[src/rtl/rx_crc15_unit.sv]
`default_nettype none
// ============================================================================
// Module      : rx_crc15_unit
// Description : Receive-side CRC-15 checker (generator 0x4599). Shifts one
//               destuffed bit per rising edge of the bit strobe between a
//               start pulse and a check pulse, then reports whether the
//               remainder is zero.
//               Optional build macro RCRC_LENGTH_CHECK_EN adds a saturating
//               bit counter and flags frames shorter than 15 bits as errors.
// Revision    : 1.0 - initial release
// ============================================================================
module rx_crc15_unit (
    input  logic        clock,
    input  logic        reset,
    input  logic        start,
    input  logic        enable,
    input  logic        Input,
    input  logic        check,
    output logic [14:0] crc,
    output logic        crc_ok,
    output logic        crc_err,
    output logic [6:0]  bitcnt
);

    typedef enum logic [1:0] {
        IDLE = 2'd0,
        CALC = 2'd1,
        DONE = 2'd2
    } state_t;

    localparam logic [14:0] POLY = 15'h4599;

    state_t      state_q, state_d;
    logic [14:0] crc_q,   crc_d;
    logic        ok_q,    ok_d;
    logic        err_q,   err_d;
    logic        edge_q;
    logic        bit_event;
    logic        feedback;
    logic [14:0] crc_shift;
    logic        len_ok;

    // A bit is taken only on the first cycle of each enable-high period.
    assign bit_event = enable & ~edge_q;
    assign feedback  = Input ^ crc_q[14];
    assign crc_shift = {crc_q[13:0], 1'b0} ^ (feedback ? POLY : 15'h0000);

`ifdef RCRC_LENGTH_CHECK_EN
    localparam logic [6:0] MIN_BITS = 7'd15;
    localparam logic [6:0] CNT_MAX  = 7'd127;

    logic [6:0] cnt_q, cnt_d;

    assign len_ok = (cnt_q >= MIN_BITS);
    assign bitcnt = cnt_q;

    // Accepted-bit counter register.
    always_ff @(posedge clock) begin
        if (!reset) begin
            cnt_q <= 7'd0;
        end else begin
            cnt_q <= cnt_d;
        end
    end
`else
    assign len_ok = 1'b1;
    assign bitcnt = 7'd0;
`endif

    // Edge flag simply follows enable; it tracks in every state.
    always_ff @(posedge clock) begin
        if (!reset) begin
            edge_q <= 1'b0;
        end else begin
            edge_q <= enable;
        end
    end

    // State, CRC and result registers.
    always_ff @(posedge clock) begin
        if (!reset) begin
            state_q <= IDLE;
            crc_q   <= 15'h0000;
            ok_q    <= 1'b0;
            err_q   <= 1'b0;
        end else begin
            state_q <= state_d;
            crc_q   <= crc_d;
            ok_q    <= ok_d;
            err_q   <= err_d;
        end
    end

    // Next-state logic: start has priority, then check, then a bit event.
    always_comb begin
        state_d = state_q;
        crc_d   = crc_q;
        ok_d    = ok_q;
        err_d   = err_q;
`ifdef RCRC_LENGTH_CHECK_EN
        cnt_d   = cnt_q;
`endif
        if (start) begin
            state_d = CALC;
            crc_d   = 15'h0000;
            ok_d    = 1'b0;
            err_d   = 1'b0;
`ifdef RCRC_LENGTH_CHECK_EN
            cnt_d   = 7'd0;
`endif
        end else if (state_q == CALC) begin
            if (check) begin
                // A bit event coinciding with check is dropped.
                ok_d    = (crc_q == 15'h0000) && len_ok;
                err_d   = ~ok_d;
                state_d = DONE;
            end else if (bit_event) begin
                crc_d = crc_shift;
`ifdef RCRC_LENGTH_CHECK_EN
                if (cnt_q != CNT_MAX) begin
                    cnt_d = cnt_q + 7'd1;
                end
`endif
            end
        end
    end

    assign crc     = crc_q;
    assign crc_ok  = ok_q;
    assign crc_err = err_q;

endmodule
`default_nettype wire

[config.mk]
export PLATFORM = sky130hd
export DESIGN_NAME = rx_crc15_unit
export DESIGN_NICKNAME = d
export VERILOG_FILES = /design/src/rtl/rx_crc15_unit.sv
export SDC_FILE = /design/constraint.sdc
export NUM_CORES = 1
export LEC_CHECK = 0
export BUFFER_PORTS_ARGS = -buffer_cell sky130_fd_sc_hd__buf_2
export CAP_MARGIN = 15
export CORE_UTILIZATION = 35
export CTS_CLUSTER_DIAMETER = 150
export DETAILED_ROUTE_END_ITERATION = 7
export MAX_ROUTING_LAYER = met4
export PLACE_DENSITY = 0.69
export SLEW_MARGIN = 20
export SYNTH_ARGS = -nofsm -noshare
export SYNTH_HDL_FRONTEND = slang
export SYNTH_SLANG_ARGS = --single-unit
[constraint.sdc]
create_clock -name clock -period 3.1 [get_ports clock]
set_clock_uncertainty 0.2 [all_clocks]
set_input_delay 0.62 -clock clock [delete_from_list [all_inputs] [get_ports clock]]
set_output_delay 0.62 -clock clock [all_outputs]
set_load 0.05 [all_outputs]
# After elaboration in Yosys (flattened, before gate mapping)
# Index checks and enable logic that the tools add are counted.
[op_classes]
n_eq_ne = 1
muxes = 4
bitwise = 7
n_reduce_logical = 7
[op_table]
columns = ["op", "n"]
rows = [
  ["15-bit zero test", 1],
  ["15-bit 2-to-1 mux", 1],
  ["15-bit XOR", 1],
  ["1-bit NOT", 4],
  ["2-bit AND reduction", 2],
  ["2-bit nonzero test", 2],
  ["1-bit 2-to-1 mux", 3],
  ["3-bit AND reduction", 1],
  ["2-bit by 1-bit equality test with 1-bit output (second input constant)", 1],
  ["2-bit OR reduction", 1],
  ["1-bit AND", 1],
  ["1-bit XOR", 1],
]
[totals]
ff_bits = 20
out_inout_bits = 24

# Longest topological paths before layout
[logic_depth]
ltp_word = 3
mapped_depth = 4
depth_no_buf = 3

# Worst setup path after synthesis
# OpenSTA, ideal clock, no wires.
[synth_timing]
path_kind = "input-to-reg"
from = "input port check"
to = "register crc_q[14] (netlist: crc[14])"
t_arrival_ns = 1.628
t_required_ns = 2.769
setup_slack_ns = 1.141
stages = 4
path_buffers = 1
path_cell_list = "or4b_4 > buf_6 > o311ai_2 > o41ai_2"
[synth_via]
elab_chain_cells = 2
[synth_lines]
columns = ["element", "line_no", "source"]
rows = [
  ["start, declared", "18", "input logic check,"],
  ["1-bit NOT (no source line)", "n/a", ""],
  ["3-bit AND reduction (no source line)", "n/a", ""],
  ["end signal, assigned", "88", "crc_q <= crc_d;"],
  ["end, declared", "34", "logic [14:0] crc_q, crc_d;"],
]
# No other way between the ends.
# A chain may end at the register's enable or synchronous reset.

# Final worst setup path
[layout_timing]
from = "input port check"
to = "register crc_q[0] (netlist: crc[0])"
# Same word-level chain as after synthesis.

==> results.txt <==
Hold Crit Class: flop to flop
Seq pwr share: 59.5%
First-pass GRT wire length: 3010 um
Worst r2r src: state_q[1]
Root Driver: clkbuf_4
Status: complete, no violations
Worst Reg-to-Reg Cells: 3
Hold EP: crc_ok
Period minus WS final: 1.87 ns
Share of cells above drive strength 1: 24.0%
Post-DP Area: 1010 um2
VDD IR max: 0.000217 V
RSZ-0062 raised after global routing: no
Worst Path Required: 3.06 ns
Sum Neg Setup Slack: 0 ns
IO buf count: 22
Grt met1 use: 16.4%
Die height: 54.9 um
Main area contributors after synthesis: dfxtp_1 41%, buf_4 11%, a21oi_1 6.1%
Yosys warnings: 0
Most instantiated library cell after synthesis: dfxtp_1
RR Endpoint: crc[0]
Clk_lat worst skew: 0.30 ns
Crit. End Element: flop
Worst hold margin: 0.279 ns
Synth cell types: 28
Top_reg_cell synth: dfxtp_1
Reg2reg setup slack: 1.29 ns
FF/Latch Area: 400 um2
Final Util: 40.3%
Switch share: 28.2%
CTS Hold Buffers Added: 0
Net Sw Power: 0.000125 W
Int Pwr: 0.000319 W
CORE AREA: 2570 um2
PostCTS Resize Cnt: 0
Leak: 0.433 nW
Slew margin rel.: 49.2%
Critical path arrival: 1.83 ns
DR vias: 789
Number of synthesized register bits: 20
Die area: 3020 um2
Initial antenna violation count: 0
Max Freq: 534 MHz
Post-route ant nets: 0
Tot GR Track Use: 14.5%
Total CTS buffers: 3
Measured slew at the worst slew-check pin: 0.756 ns
Final RePlAce weighted congestion: 0.809
I/O pins: 30
Initial core utilization: 38.2%
Fin crit share: 60.4%
WL/cell: 12.9 um
Largest net degree at the start of global routing: 13
Reg clk slew, reported paths: 0.10 ns
Top cell type's share of synthesized area: 40.8%
Die width: 54.9 um
Non-Filler Instances: 151
Layout Area Growth over Synthesis: 5.48%
Crit path max fanout: 11
Drt first-iter violations: 18
Final setup violation count: 0
Mapped Area: 981 um2
Critical path class: input pin to flop
DRC violations left: 0
Synth Instances: 110
Met3 GRT Util: 1.64%
Max H-tree Level: 1
Routed WL: 1950 um
Maximum buffer depth of the clock tree: 2
Cell taking the most area after synthesis: dfxtp_1
Row cnt: 18
Post-synth EDFFs: 0
Fraction of registers with async set/reset: 0%
Final hold violation count: 0
Mean Syn Cell Area: 8.92 um2
Pwr Density: 429 nW/um2
Register area share after synthesis: 40.8%
HP Start: crc_ok
Top cells by count, synth: 20 x dfxtp_1, 15 x buf_4, 12 x a21oi_1
Fill cells: 284
Maximum capacitance violations: 0
Antenna fix cells: 0
CTS tree: built
CTS Sinks: 20
Total gr overflow: 0
CP Launch Type: input pin
Final Slew Violations: 0
Comb pwr share: 13.6%
DRT Pass-1 Iters: 4
Hold Crit Depth: 2
Met2 usage: 25.1%
Setup Buffers After CTS: 0
Placed insts: 148
Part of the power in the clock network: 26.9%
Post-DP HPWL: 1430 um
Global route hottest layer: met2
Vias in the first global route: 680
Final Instance Area: 1030 um2
Vias per cell: 5.23
Final net count: 129
Multi-input gate area: 457 um2
==> sequential cells by signal, indices dropped and copies added, names as in the netlist <==
signal	flops
edge_q	1
crc_err	1
crc_ok	1
state_q	2
crc	15
==> cell families after synthesis <==
kind of cell           share of synthesized area (%)
AND/OR/NAND/NOR                                 18.6
XOR/XNOR                                        6.25
AO/OA/AOI/OAI                                   19.0
buffers and inverters                           14.9
other                                          0.382
flip-flops                                      40.8
==> power by group through the flow <==
stage                     registers (W)  clock network, W  logic (W)
final                          0.000264          0.000119  0.0000606
after global routing           0.000265          0.000131  0.0000655
after CTS                      0.000264          0.000121  0.0000605
after detailed placement       0.000270                 0  0.0000601
after global placement         0.000270                 0  0.0000595
after floorplan                0.000273                 0  0.0000544
==> worst max-delay path by stage <==
stage / from / to / slack (ns) / cells after the start
4_1_cts: check / crc[0] / 1.24 / 4
3_5_place_dp: check / crc[0] / 0.92 / 4
5_1_grt: check / crc[0] / 1.18 / 4
6_report: check / crc[0] / 1.23 / 4
3_3_place_gp: check / crc[0] / 0.97 / 4
2_1_floorplan: check / crc[14] / 1.14 / 4
==> stage by stage <==
stage	setup slack (ns)	power (W)
final	1.23	0.000444
after global routing	1.18	0.000461
after CTS	1.24	0.000445
after detailed placement	0.922	0.000330
after global placement	0.969	0.000330
after floorplan	1.14	0.000328
==> layer usage <==
layer / vias up / routed length, um / part of all wire (%)
met4: 0 / 41 / 2.1
met1: 366 / 837 / 43
met3: 5 / 99 / 5.1
li1: 391 / - / -
met2: 27 / 966 / 50
met5: - / 0 / 0
==> cell type report <==
| cell class | instances | share of cell area [%] |
|---|---|---|
| clock buffers | 3 | 2.18 |
| flip-flops and latches | 20 | 38.7 |
| repair buffers | 22 | 10.6 |
| multi-input cells | 74 | 44.1 |
| well taps | 30 | 3.63 |
| inverters | 2 | 0.726 |
==> placed cells by master, fill, tap and decap left out, types with 2 or more instances in the layout <==
cell,count
nand2_1,5
conb_1,7
xnor2_1,2
clkbuf_4,3
a21oi_1,12
nor2b_1,2
nor2_1,2
xor2_1,5
o21ai_0,8
inv_1,2
buf_2,22
nor4_1,3
o22ai_1,5
nand2b_1,2
dfxtp_1,20
nand3_1,10
==> critical path, stage by stage <==
cell and delay (ns):
buf_2 0.13, or4b_4 0.59, nor2_1 0.35, a211oi_1 0.14
Power figures use the tool's default switching activity.
